## config.mk

```make
export PLATFORM = sky130hd
export DESIGN_NAME = i2c_cmd_sequencer_flat
export DESIGN_NICKNAME = d
export VERILOG_FILES = /design/src/rtl/i2c_seq_pkg.sv /design/src/rtl/i2c_cmd_sequencer_if.sv /design/src/rtl/i2c_seq_wb_access.sv /design/src/rtl/i2c_cmd_sequencer.sv /design/src/flat_wrapper.sv
export SDC_FILE = /design/constraint.sdc
export NUM_CORES = 1
export LEC_CHECK = 0
export CAP_MARGIN = 20
export CORE_ASPECT_RATIO = 0.6
export CORE_MARGIN = 4
export CORE_UTILIZATION = 60
export CTS_BUF_LIST = sky130_fd_sc_hd__clkbuf_8
export DETAILED_ROUTE_END_ITERATION = 10
export DONT_BUFFER_PORTS = 1
export PLACE_DENSITY = 0.87
export SYNTH_ARGS = -nofsm -noshare
export SYNTH_HDL_FRONTEND = slang
export SYNTH_SLANG_ARGS = --single-unit
export TNS_END_PERCENT = 50
```

## constraint.sdc

```tcl
create_clock -name wb_clk_i -period 3.7 [get_ports wb_clk_i]
set_clock_uncertainty 0.1 [all_clocks]
set_input_delay 0.74 -clock wb_clk_i [delete_from_list [all_inputs] [get_ports wb_clk_i]]
set_output_delay 0.74 -clock wb_clk_i [all_outputs]
set_load 0.005 [all_outputs]
```

## src/rtl/i2c_seq_pkg.sv

```systemverilog
// Shared constants and types for the I2C command sequencer: controller register
// map, CR command bytes, SR bit positions, response codes and FSM states.
package i2c_seq_pkg;

    localparam logic [2:0] ADR_PRERLO = 3'd0;
    localparam logic [2:0] ADR_PRERHI = 3'd1;
    localparam logic [2:0] ADR_CTR    = 3'd2;
    localparam logic [2:0] ADR_TXR    = 3'd3;
    localparam logic [2:0] ADR_RXR    = 3'd3;
    localparam logic [2:0] ADR_CR     = 3'd4;
    localparam logic [2:0] ADR_SR     = 3'd4;

    localparam logic [7:0] CTR_EN           = 8'h80;
    localparam logic [7:0] CMD_START_WR     = 8'h90;
    localparam logic [7:0] CMD_WR           = 8'h10;
    localparam logic [7:0] CMD_WR_STOP      = 8'h50;
    localparam logic [7:0] CMD_RD_NACK_STOP = 8'h68;
    localparam logic [7:0] CMD_STOP         = 8'h40;

    localparam int SR_RXACK = 7;
    localparam int SR_BUSY  = 6;
    localparam int SR_AL    = 5;
    localparam int SR_TIP   = 1;

    typedef enum logic [1:0] {
        ERR_OK      = 2'b00,
        ERR_NACK    = 2'b01,
        ERR_AL      = 2'b10,
        ERR_TIMEOUT = 2'b11
    } err_e;

    typedef enum logic [2:0] {
        ST_INIT,
        ST_IDLE,
        ST_ACCESS,
        ST_POLL,
        ST_CHECK,
        ST_STOP,
        ST_RESP
    } state_e;

endpackage

```

## src/rtl/i2c_cmd_sequencer_if.sv

```systemverilog
// Command/response handshake plus the WISHBONE master bus toward the I2C controller.
interface i2c_cmd_sequencer_if;
    logic       cmd_valid_i;
    logic       cmd_ready_o;
    logic       cmd_rw_i;
    logic [6:0] cmd_dev_i;
    logic [7:0] cmd_reg_i;
    logic [7:0] cmd_wdata_i;
    logic       rsp_valid_o;
    logic [7:0] rsp_rdata_o;
    logic [1:0] rsp_err_o;
    logic       m_cyc_o;
    logic       m_stb_o;
    logic       m_we_o;
    logic [2:0] m_adr_o;
    logic [7:0] m_dat_o;
    logic [7:0] m_dat_i;
    logic       m_ack_i;

    modport master (
        input  cmd_valid_i, cmd_rw_i, cmd_dev_i, cmd_reg_i, cmd_wdata_i, m_dat_i, m_ack_i,
        output cmd_ready_o, rsp_valid_o, rsp_rdata_o, rsp_err_o,
        output m_cyc_o, m_stb_o, m_we_o, m_adr_o, m_dat_o
    );

    modport slave (
        output cmd_valid_i, cmd_rw_i, cmd_dev_i, cmd_reg_i, cmd_wdata_i, m_dat_i, m_ack_i,
        input  cmd_ready_o, rsp_valid_o, rsp_rdata_o, rsp_err_o,
        input  m_cyc_o, m_stb_o, m_we_o, m_adr_o, m_dat_o
    );
endinterface

```

## src/rtl/i2c_seq_wb_access.sv

```systemverilog
// Single-access WISHBONE master: launches one read or write, holds it until ack,
// then pulses done with the captured read data.
module i2c_seq_wb_access (
    input  logic       clk,
    input  logic       rst_n,
    input  logic       start,
    input  logic       we,
    input  logic [2:0] adr,
    input  logic [7:0] dat,
    output logic       done,
    output logic       busy,
    output logic [7:0] rdata,
    output logic       m_cyc_o,
    output logic       m_stb_o,
    output logic       m_we_o,
    output logic [2:0] m_adr_o,
    output logic [7:0] m_dat_o,
    input  logic [7:0] m_dat_i,
    input  logic       m_ack_i
);
    logic       cyc_q, cyc_d, we_q, we_d, done_q, done_d;
    logic [2:0] adr_q, adr_d;
    logic [7:0] dat_q, dat_d, rdata_q, rdata_d;

    // Blocking new starts during the done cycle guarantees cyc is low between accesses.
    always_comb begin
        cyc_d   = cyc_q;
        we_d    = we_q;
        adr_d   = adr_q;
        dat_d   = dat_q;
        rdata_d = rdata_q;
        done_d  = 1'b0;
        if (cyc_q) begin
            if (m_ack_i) begin
                cyc_d   = 1'b0;
                we_d    = 1'b0;
                adr_d   = '0;
                dat_d   = '0;
                rdata_d = m_dat_i;
                done_d  = 1'b1;
            end
        end else if (start && !done_q) begin
            cyc_d = 1'b1;
            we_d  = we;
            adr_d = adr;
            dat_d = dat;
        end
    end

    always_ff @(posedge clk) begin
        if (!rst_n) begin
            cyc_q   <= 1'b0;
            we_q    <= 1'b0;
            adr_q   <= '0;
            dat_q   <= '0;
            rdata_q <= '0;
            done_q  <= 1'b0;
        end else begin
            cyc_q   <= cyc_d;
            we_q    <= we_d;
            adr_q   <= adr_d;
            dat_q   <= dat_d;
            rdata_q <= rdata_d;
            done_q  <= done_d;
        end
    end

    assign done    = done_q;
    assign busy    = cyc_q | done_q;
    assign rdata   = rdata_q;
    assign m_cyc_o = cyc_q;
    assign m_stb_o = cyc_q;
    assign m_we_o  = we_q;
    assign m_adr_o = adr_q;
    assign m_dat_o = dat_q;
endmodule

```

## src/rtl/i2c_cmd_sequencer.sv

```systemverilog
// Turns one register read/write command into the full I2C controller register
// sequence, polling SR per byte and returning one response per command.
module i2c_cmd_sequencer
    import i2c_seq_pkg::*;
#(
    parameter logic [15:0] PRESCALE      = 16'd99,
    parameter int          TIMEOUT_POLLS = 4096
) (
    input  logic                wb_clk_i,
    input  logic                wb_rst_n_i,
    i2c_cmd_sequencer_if.master bus
);
    localparam int PCW = $clog2(TIMEOUT_POLLS) + 1;

    state_e         state_q, state_d;
    err_e           err_q, err_d;
    logic [2:0]     step_q, step_d;
    logic [PCW-1:0] poll_q, poll_d;
    logic           rw_q, rw_d;
    logic [6:0]     dev_q, dev_d;
    logic [7:0]     reg_q, reg_d, wdata_q, wdata_d, rdata_q, rdata_d;

    logic       acc_start, acc_we, acc_done, acc_busy, final_rd;
    logic [2:0] acc_adr;
    logic [7:0] acc_dat, acc_rdata;

    // Steps: even = TXR byte, odd = CR command; read adds step 6 (CR 0x68) and 7 (RXR).
    assign final_rd  = rw_q && (step_q == 3'd6);
    assign acc_start = (state_q inside {ST_INIT, ST_ACCESS, ST_POLL, ST_STOP}) && !acc_busy;

    always_comb begin
        acc_we  = 1'b1;
        acc_adr = ADR_CR;
        acc_dat = CMD_STOP;
        case (state_q)
            ST_INIT: begin
                acc_adr = step_q;
                acc_dat = (step_q == 3'd0) ? PRESCALE[7:0] :
                          (step_q == 3'd1) ? PRESCALE[15:8] : CTR_EN;
            end
            ST_ACCESS: begin
                if (step_q == 3'd7) begin
                    acc_we  = 1'b0;
                    acc_adr = ADR_RXR;
                    acc_dat = '0;
                end else if (step_q == 3'd6) begin
                    acc_dat = CMD_RD_NACK_STOP;
                end else if (step_q[0]) begin
                    acc_dat = (step_q == 3'd1) ? CMD_START_WR :
                              (step_q == 3'd3) ? CMD_WR :
                              (rw_q ? CMD_START_WR : CMD_WR_STOP);
                end else begin
                    acc_adr = ADR_TXR;
                    acc_dat = (step_q == 3'd0) ? {dev_q, 1'b0} :
                              (step_q == 3'd2) ? reg_q :
                              (rw_q ? {dev_q, 1'b1} : wdata_q);
                end
            end
            ST_POLL: begin
                acc_we  = 1'b0;
                acc_adr = ADR_SR;
                acc_dat = '0;
            end
            default: ;
        endcase
    end

    always_comb begin
        state_d = state_q;
        err_d   = err_q;
        step_d  = step_q;
        poll_d  = poll_q;
        rw_d    = rw_q;
        dev_d   = dev_q;
        reg_d   = reg_q;
        wdata_d = wdata_q;
        rdata_d = rdata_q;
        case (state_q)
            ST_INIT: if (acc_done) begin
                step_d = step_q + 3'd1;
                if (step_q == 3'd2) begin
                    step_d  = '0;
                    state_d = ST_IDLE;
                end
            end
            ST_IDLE: if (bus.cmd_valid_i) begin
                rw_d    = bus.cmd_rw_i;
                dev_d   = bus.cmd_dev_i;
                reg_d   = bus.cmd_reg_i;
                wdata_d = bus.cmd_wdata_i;
                step_d  = '0;
                rdata_d = '0;
                err_d   = ERR_OK;
                state_d = ST_ACCESS;
            end
            ST_ACCESS: if (acc_done) begin
                if (step_q == 3'd7) begin
                    rdata_d = acc_rdata;
                    state_d = ST_RESP;
                end else if (step_q[0] || step_q == 3'd6) begin
                    poll_d  = '0;
                    state_d = ST_POLL;
                end else begin
                    step_d = step_q + 3'd1;
                end
            end
            ST_POLL: if (acc_done) begin
                if (!acc_rdata[SR_TIP]) begin
                    state_d = ST_CHECK;
                end else if (poll_q == PCW'(TIMEOUT_POLLS - 1)) begin
                    err_d   = ERR_TIMEOUT;
                    state_d = ST_STOP;
                end else begin
                    poll_d = poll_q + 1'b1;
                end
            end
            // Arbitration loss means the bus is no longer ours, so no STOP is issued.
            ST_CHECK: begin
                if (acc_rdata[SR_AL]) begin
                    err_d   = ERR_AL;
                    state_d = ST_RESP;
                end else if (acc_rdata[SR_RXACK] && !final_rd) begin
                    err_d   = ERR_NACK;
                    state_d = ST_STOP;
                end else if (!rw_q && step_q == 3'd5) begin
                    state_d = ST_RESP;
                end else begin
                    step_d  = step_q + 3'd1;
                    state_d = ST_ACCESS;
                end
            end
            ST_STOP: if (acc_done) state_d = ST_RESP;
            ST_RESP: state_d = ST_IDLE;
            default: state_d = ST_INIT;
        endcase
    end

    always_ff @(posedge wb_clk_i) begin
        if (!wb_rst_n_i) begin
            state_q <= ST_INIT;
            err_q   <= ERR_OK;
            step_q  <= '0;
            poll_q  <= '0;
            rw_q    <= 1'b0;
            dev_q   <= '0;
            reg_q   <= '0;
            wdata_q <= '0;
            rdata_q <= '0;
        end else begin
            state_q <= state_d;
            err_q   <= err_d;
            step_q  <= step_d;
            poll_q  <= poll_d;
            rw_q    <= rw_d;
            dev_q   <= dev_d;
            reg_q   <= reg_d;
            wdata_q <= wdata_d;
            rdata_q <= rdata_d;
        end
    end

    assign bus.cmd_ready_o = (state_q == ST_IDLE);
    assign bus.rsp_valid_o = (state_q == ST_RESP);
    assign bus.rsp_rdata_o = rdata_q;
    assign bus.rsp_err_o   = err_q;

    i2c_seq_wb_access u_acc (
        .clk     (wb_clk_i),
        .rst_n   (wb_rst_n_i),
        .start   (acc_start),
        .we      (acc_we),
        .adr     (acc_adr),
        .dat     (acc_dat),
        .done    (acc_done),
        .busy    (acc_busy),
        .rdata   (acc_rdata),
        .m_cyc_o (bus.m_cyc_o),
        .m_stb_o (bus.m_stb_o),
        .m_we_o  (bus.m_we_o),
        .m_adr_o (bus.m_adr_o),
        .m_dat_o (bus.m_dat_o),
        .m_dat_i (bus.m_dat_i),
        .m_ack_i (bus.m_ack_i)
    );
endmodule

```

## src/flat_wrapper.sv

```systemverilog
// flat-port wrapper written by rule: the top's interface ports become plain ports
module i2c_cmd_sequencer_flat import i2c_seq_pkg::*;
#(
    parameter logic [15:0] PRESCALE      = 16'd99,
    parameter int          TIMEOUT_POLLS = 4096
)
  (wb_clk_i, wb_rst_n_i, bus_cmd_valid_i, bus_cmd_rw_i, bus_cmd_dev_i, bus_cmd_reg_i, bus_cmd_wdata_i, bus_m_dat_i, bus_m_ack_i, bus_cmd_ready_o, bus_rsp_valid_o, bus_rsp_rdata_o, bus_rsp_err_o, bus_m_cyc_o, bus_m_stb_o, bus_m_we_o, bus_m_adr_o, bus_m_dat_o);
  i2c_cmd_sequencer_if bus_i ();
  input  logic wb_clk_i;
  input  logic wb_rst_n_i;
  input wire logic [$bits(bus_i.cmd_valid_i)-1:0] bus_cmd_valid_i;
  input wire logic [$bits(bus_i.cmd_rw_i)-1:0] bus_cmd_rw_i;
  input wire logic [$bits(bus_i.cmd_dev_i)-1:0] bus_cmd_dev_i;
  input wire logic [$bits(bus_i.cmd_reg_i)-1:0] bus_cmd_reg_i;
  input wire logic [$bits(bus_i.cmd_wdata_i)-1:0] bus_cmd_wdata_i;
  input wire logic [$bits(bus_i.m_dat_i)-1:0] bus_m_dat_i;
  input wire logic [$bits(bus_i.m_ack_i)-1:0] bus_m_ack_i;
  output wire logic [$bits(bus_i.cmd_ready_o)-1:0] bus_cmd_ready_o;
  output wire logic [$bits(bus_i.rsp_valid_o)-1:0] bus_rsp_valid_o;
  output wire logic [$bits(bus_i.rsp_rdata_o)-1:0] bus_rsp_rdata_o;
  output wire logic [$bits(bus_i.rsp_err_o)-1:0] bus_rsp_err_o;
  output wire logic [$bits(bus_i.m_cyc_o)-1:0] bus_m_cyc_o;
  output wire logic [$bits(bus_i.m_stb_o)-1:0] bus_m_stb_o;
  output wire logic [$bits(bus_i.m_we_o)-1:0] bus_m_we_o;
  output wire logic [$bits(bus_i.m_adr_o)-1:0] bus_m_adr_o;
  output wire logic [$bits(bus_i.m_dat_o)-1:0] bus_m_dat_o;
  assign bus_i.cmd_valid_i = bus_cmd_valid_i;
  assign bus_i.cmd_rw_i = bus_cmd_rw_i;
  assign bus_i.cmd_dev_i = bus_cmd_dev_i;
  assign bus_i.cmd_reg_i = bus_cmd_reg_i;
  assign bus_i.cmd_wdata_i = bus_cmd_wdata_i;
  assign bus_i.m_dat_i = bus_m_dat_i;
  assign bus_i.m_ack_i = bus_m_ack_i;
  assign bus_cmd_ready_o = bus_i.cmd_ready_o;
  assign bus_rsp_valid_o = bus_i.rsp_valid_o;
  assign bus_rsp_rdata_o = bus_i.rsp_rdata_o;
  assign bus_rsp_err_o = bus_i.rsp_err_o;
  assign bus_m_cyc_o = bus_i.m_cyc_o;
  assign bus_m_stb_o = bus_i.m_stb_o;
  assign bus_m_we_o = bus_i.m_we_o;
  assign bus_m_adr_o = bus_i.m_adr_o;
  assign bus_m_dat_o = bus_i.m_dat_o;
  i2c_cmd_sequencer #(.PRESCALE(PRESCALE), .TIMEOUT_POLLS(TIMEOUT_POLLS)) u_core (.wb_clk_i(wb_clk_i), .wb_rst_n_i(wb_rst_n_i), .bus(bus_i));
endmodule
```

==> results.sh, run 1 <==
export IMPL_final_setup_viol_count=0
export IMPL_worstMarginPinSlew_ns=0.891
export IMPL_drive_above_1_share_pct=5.94
export IMPL_synth_top_area_cell="dfxtp_1"
export IMPL_grt_max_degree=55
export IMPL_first_pass_iters=6
export IMPL_critPathMaxFanout=24
export IMPL_area_growth_pct=7.18
export IMPL_drt_iter0_drc=648
export IMPL_setup_worst_path_end_class="register"
export IMPL_finalWirelength_mm=10.3
export IMPL_gr_total_overflow=0
export IMPL_drc_errors=0
export IMPL_core_mm2=0.00614
export IMPL_gp_congestion=0.947
export IMPL_row_count=22
export IMPL_power_total_mw=1.82
export IMPL_ys_flop_type="dfxtp_1"
export IMPL_ys_ff_latch=75
export IMPL_status="finished clean"
export IMPL_maxSlewViolCount=0
export IMPL_io_pins=62
export IMPL_fill_cells=510
export IMPL_dieArea_mm2=0.00775
export IMPL_p_per_area_mw_per_mm2=445
export IMPL_dieWidth_um=111
export IMPL_fmax_mhz=328
export IMPL_final_util_pct=66.7
export IMPL_irDropWorstVdd_v=0.000229
export IMPL_path_clk_slew_ns=0.09
export IMPL_async_flop_share_pct=0
export IMPL_antenna_found_initial=0
export IMPL_ys_types=59
export IMPL_rsz0062_at_grt="no"
export IMPL_synth_fp_nets=539
export IMPL_synth_seq_area_share_pct=39.3
export IMPL_synth_edf_count=0
export IMPL_synth_top_area_share_pct=39.3
export IMPL_ant_nets=0
export IMPL_cts_root_buf="clkbuf_8"
export IMPL_power_leakage_nw=1.33
export IMPL_grt_pass1_wl_mm=17.0
export IMPL_yosys_warnings=0
export IMPL_cts_hold_buffers=0
export IMPL_synthTopCellsByArea="dfxtp_1 39%, nand2_1 9.9%, a21oi_1 9.2%"
export IMPL_fin_crit_ns=3.05
export IMPL_netlist_area_mm2=0.00382
export IMPL_crit_required_ns=3.88
export IMPL_vias_per_cell=6.43
export IMPL_synth_cells=496
export IMPL_die_h_um=69.8
export IMPL_postCtsResizedCells=0
export IMPL_grt_usage_pct=26.9
export IMPL_vias=3678
export IMPL_maxSlewHeadroom_pct=40.6
export IMPL_cts_num_sinks=75
export IMPL_yosysMostFrequentCell="nand2_1"
export IMPL_worstHoldPathType="register to register"
export IMPL_postCtsSetupRepairBufs=0
export IMPL_layout_nets=526
export IMPL_hold_viol=0
export IMPL_clockBufferDepth=2
export IMPL_start_util_pct=62.2
export IMPL_clk_latency_ns=0.35
export IMPL_yosys_top_cells_count="101 x nand2_1, 75 x dfxtp_1, 70 x a21oi_1"
export IMPL_cp_data_arrival_time_ns=3.23
export IMPL_fin_tns_setup_ns=0
export IMPL_critical_path_class="register to register"
export IMPL_setup_worst_path_start_class="register"
export IMPL_htreeDepth=3
export IMPL_grt_pass1_vias=3333
export IMPL_numCtsBuffers=9
export IMPL_num_antenna_cells=0
export IMPL_cts_tree="done"
export IMPL_fin_crit_sh_pct=82.4
export IMPL_drv_cap=0
export IMPL_wl_per_cell_um=18.0
export IMPL_portBuffers=0
export IMPL_place_hpwl_mm=7.42
export IMPL_avgSynthCellArea_um2=7.70
==> flip-flops by register name (all words and copies together), names as in the netlist <==
register / cells
u_core.bus.rsp_rdata_o: 8
u_core.step_q: 3
u_core.u_acc.m_cyc_o: 1
u_core.state_q: 3
u_core.u_acc.done: 1
u_core.poll_q: 13
u_core.rw_q: 1
u_core.u_acc.m_adr_o: 3
u_core.u_acc.m_dat_o: 8
u_core.bus.rsp_err_o: 2
u_core.dev_q: 7
u_core.wdata_q: 8
u_core.u_acc.rdata: 8
u_core.reg_q: 8
u_core.u_acc.m_we_o: 1
==> report_power, final <==
group / leakage [nW] / internal (mW) / switching (mW)
sequential: 0.607 / 0.837 / 0.0395
clock: 0.115 / 0.406 / 0.327
combinational: 0.608 / 0.0761 / 0.138
==> logic make-up after synthesis <==
group                    after synthesis  synth area share (%)
AND/OR/NAND/NOR                      218                  28.5
AO/OA/AOI/OAI                        142                  23.0
flip-flops                            75                  39.3
buffers and inverters                 46                  4.88
adder cells (fa/ha/maj)                7                  2.29
multiplexers                           6                  1.57
XOR/XNOR                               2                 0.459
==> final cells by class <==
class	count	area, um^2	share of cell area, %
tap	84	105	2.57
clock inverter	6	96.3	2.35
inverter	13	48.8	1.19
timing repair buffer	9	67.6	1.65
sequential	75	1500	36.7
clock buffer	10	138	3.36
multi-input combinational	375	2140	52.2
==> critical path, stage by stage, from the launching register on <==
cell and delay [ns]:
dfxtp_1 0.43, ha_1 0.28, ha_1 0.28, or4b_1 0.67
o22ai_4 0.26, o211ai_4 0.24, or4_1 0.56, a21oi_1 0.16
==> layout by cell type, fill, tap and decap left out, types with 7 or more instances in the layout <==
master	synthesis	layout
nor2_1	24	24
nand3_1	17	17
nand2b_1	12	12
nand2_1	101	101
or4_1	9	9
a21oi_1	70	70
inv_1	12	12
a31oi_1	7	7
ha_1	7	7
nor2b_1	10	10
clkbuf_8	0	10
buf_4	1	9
o21ai_0	15	15
o31ai_1	8	8
dfxtp_1	75	75
o21ai_1	10	10
==> per-layer routing <==
metal / up-vias / part of all wire (%) / track usage (%)
met2: 226 / 40 / 36.2
met4: 0 / 1.2 / 6.69
met5: - / 0 / 0
met1: 1689 / 45 / 38.8
met3: 18 / 14 / 12.1
li1: 1745 / - / -
==> per-stage QoR <==
stage / area, um^2 / std cells / worst slack, ns / hold slack [ns]
2_1_floorplan: 3820 / 496 / 1.12 / 0.307
3_3_place_gp: 3860 / 556 / 0.850 / 0.339
3_5_place_dp: 3860 / 556 / 0.716 / 0.328
4_1_cts: 4090 / 572 / 0.683 / 0.346
5_1_grt: 4090 / 572 / 0.488 / 0.375
6_report: 4090 / 572 / 0.651 / 0.357
==> path summary, 6_finish.rpt <==
| path | start | endpoint | slack (ns) | cells past startpoint |
|---|---|---|---|---|
| setup / recovery | u_core.step_q[0]$_SDFFE_PN0P_ | u_core.poll_q[7]$_SDFFE_PN0P_ | 0.65 | 7 |
| hold / removal | u_core.poll_q[12]$_SDFFE_PN0P_ | u_core.poll_q[12]$_SDFFE_PN0P_ | 0.36 | 2 |
| setup reg to reg | u_core.step_q[0]$_SDFFE_PN0P_ | u_core.poll_q[7]$_SDFFE_PN0P_ | 0.65 | 7 |
| hold reg to reg | u_core.poll_q[12]$_SDFFE_PN0P_ | u_core.poll_q[12]$_SDFFE_PN0P_ | 0.36 | 2 |
Note: power is estimated with default switching activity, not from simulation.
==> run 2, diff against run 1 <==
ABC_AREA = 1   (was unset)
CORE_UTILIZATION = 59   (was 60)
PLACE_DENSITY = 0.89   (was 0.87)
clock period = 2.55 ns   (was 3.7 ns; I/O delays follow)
==> run 2 against run 1 <==
Against the previous run:
- core utilization fell by 0.58 points
- global-route usage fell by 0.67 points
- hold slack got worse by 0.19 ns
- design area rose by 0.46%
- cell count rose by 14%
- clock power rose by 38%
- sequential power rose by 42%
==> results.sh, run 2 <==
export IMPL_place_hpwl_mm=7.50
export IMPL_drc_errors=0
export IMPL_synth_top_area_cell="dfxtp_1"
export IMPL_clockBufferDepth=2
export IMPL_dieArea_mm2=0.00790
export IMPL_grt_usage_pct=26.3
export IMPL_fmax_mhz=430
export IMPL_die_h_um=70.5
export IMPL_power_leakage_nw=1.63
export IMPL_hold_viol=0
export IMPL_wl_per_cell_um=15.7
export IMPL_num_antenna_cells=0
export IMPL_synth_fp_nets=611
export IMPL_first_pass_iters=6
export IMPL_final_cells=653
export IMPL_crit_family="simple AND/OR/NAND/NOR gates"
export IMPL_synth_seq_area_share_pct=39.1
export IMPL_avgSynthCellArea_um2=6.76
export IMPL_core_mm2=0.00622
export IMPL_ys_ff_latch=75
export IMPL_crit_required_ns=2.74
export IMPL_area_growth_pct=7.14
export IMPL_drv_cap=0
export IMPL_fin_crit_sh_pct=91.2
export IMPL_dieWidth_um=112
export IMPL_mostFrequentLayoutCells="146 x nand2_1, 75 x dfxtp_1, 63 x nor2_1, 61 x a21oi_1, 47 x o21ai_0"
export IMPL_clk_latency_ns=0.36
export IMPL_synthTopCellsByArea="dfxtp_1 39%, nand2_1 14%, a21oi_1 8.0%"
export IMPL_cts_root_buf="clkbuf_8"
export IMPL_cts_hold_buffers=0
export IMPL_cp_data_arrival_time_ns=2.51
export IMPL_path_clk_slew_ns=0.08
export IMPL_max_stage_delay_ns=0.46
export IMPL_gp_congestion=0.942
export IMPL_ys_types=32
export IMPL_final_util_pct=66.1
export IMPL_setup_worst_path_end_class="register"
export IMPL_io_pins=62
export IMPL_vias_per_cell=5.79
export IMPL_yosysMostFrequentCell="nand2_1"
export IMPL_htreeDepth=3
export IMPL_portBuffers=0
export IMPL_grt_pass1_vias=3429
export IMPL_final_setup_viol_count=0
export IMPL_regMostFlops="u_core.poll_q"
export IMPL_fin_crit_ns=2.33
export IMPL_start_util_pct=61.7
export IMPL_cp_slowest_cell="dfxtp_1"
export IMPL_fill_cells=556
export IMPL_maxSlewHeadroom_pct=64.8
export IMPL_ys_flop_type="dfxtp_1"
export IMPL_critPathMaxFanout=14
export IMPL_row_count=22
export IMPL_cp_cell_sequence="inv_2, ha_1, nand2_1, inv_1, o21ai_0, o21ai_0, nand2_1, nand3_1, a21oi_1"
export IMPL_p_per_area_mw_per_mm2=606
export IMPL_critPathBufInv=2
export IMPL_layout_nets=607
export IMPL_drive_above_1_share_pct=9.31
export IMPL_cts_tree="done"
export IMPL_final_common_cell="nand2_1"
export IMPL_netlist_area_mm2=0.00384
export IMPL_irDropWorstVdd_v=0.000437
export IMPL_maxSlewViolCount=0
export IMPL_dp_cells=635
export IMPL_ant_nets=0
export IMPL_vias=3781
export IMPL_grt_max_degree=37
export IMPL_grt_pass1_wl_mm=16.8
export IMPL_rsz0062_at_grt="no"
export IMPL_fin_tns_setup_ns=0
export IMPL_synth_edf_count=0
export IMPL_finalWirelength_mm=10.3
export IMPL_synth_cells=568
export IMPL_yosys_top_cells_count="146 x nand2_1, 75 x dfxtp_1, 63 x nor2_1"
export IMPL_status="finished clean"
export IMPL_critical_path_class="register to register"
export IMPL_cts_num_sinks=75
export IMPL_synth_top_area_share_pct=39.1
export IMPL_largest_register_ffs=13
export IMPL_antenna_found_initial=0
export IMPL_worstHoldPathType="primary input to register"
export IMPL_yosys_warnings=0
export IMPL_numCtsBuffers=9
export IMPL_worstMarginPinSlew_ns=0.525
export IMPL_setup_worst_path_start_class="register"
export IMPL_gr_total_overflow=0
export IMPL_drt_iter0_drc=372
export IMPL_async_flop_share_pct=0
run 2: power by group:
part | switching, mW | internal (mW) | total (mW)
sequential | 0.0365 | 1.21 | 1.24
combinational | 0.167 | 0.0727 | 0.240
clock | 0.450 | 0.559 | 1.01
total | 0.654 | 1.84 | 2.49
run 2: per-stage QoR:
stage / power [mW] / hold WS [ns] / worst slack (ns) / instance area, um^2
finish: 2.49 / 0.166 / 0.225 / 4110
global route: 2.59 / 0.167 / 0.0390 / 4110
CTS: 2.49 / 0.155 / 0.217 / 4100
detailed placement: 1.50 / 0.350 / 0.247 / 3870
global placement: 1.50 / 0.340 / 0.382 / 3870
floorplan: 1.45 / 0.325 / 0.704 / 3840
run 2: timing repair:
action / in CTS / in global routing
resized for setup: 0 / 0
setup endpoints to repair: 0 / 10
setup buffers: 0 / 2
run 2: area by class of cell:
| cell class | instances | area [um^2] | area share [%] |
|---|---|---|---|
| Inverter | 52 | 198 | 4.81 |
| Sequential cell | 75 | 1500 | 36.5 |
| Clock buffer | 13 | 179 | 4.35 |
| Tap cell | 84 | 105 | 2.56 |
| Multi-Input combinational cell | 420 | 2030 | 49.3 |
| Clock inverter | 3 | 43.8 | 1.07 |
| Timing Repair Buffer | 6 | 57.6 | 1.40 |
run 2: final timing paths:
| kind | endpoint | from | slack [ns] | depth (start not counted) |
|---|---|---|---|---|
| worst min register to register | u_core.reg_q[7]$_SDFFE_PN0P_ | u_core.reg_q[7]$_SDFFE_PN0P_ | 0.37 | 2 |
| worst max register to register | u_core.u_acc.m_dat_o[3]$_SDFFE_PN0P_ | u_core.step_q[0]$_SDFFE_PN0P_ | 0.22 | 9 |
| worst max-delay path | u_core.u_acc.m_dat_o[3]$_SDFFE_PN0P_ | u_core.step_q[0]$_SDFFE_PN0P_ | 0.22 | 9 |
| worst min-delay path | u_core.u_acc.m_cyc_o$_SDFF_PN0_ | wb_rst_n_i | 0.17 | 2 |
run 2: kinds of logic (layout without fill, tap and decap cells):
family                     count (synthesis)  count (layout)  share of synthesized area (%)
buffers and inverters                     73              74                           8.05
adders and majority gates                  7               7                           2.28
xor gates and xnor gates                   6               6                           1.37
and+or+nand+nor                          287             287                           32.5
AOI/OAI and AO/OA                        120             120                           16.7
DFF                                       75              75                           39.1
run 2: layer usage:
metal  up-vias  wire length [um]  track usage, %
met3        16              1110            7.01
met2       235              4420            39.5
met4         0               123            6.40
met5         -                 0               0
met1      1687              4620            37.4
li1       1843                 -               -
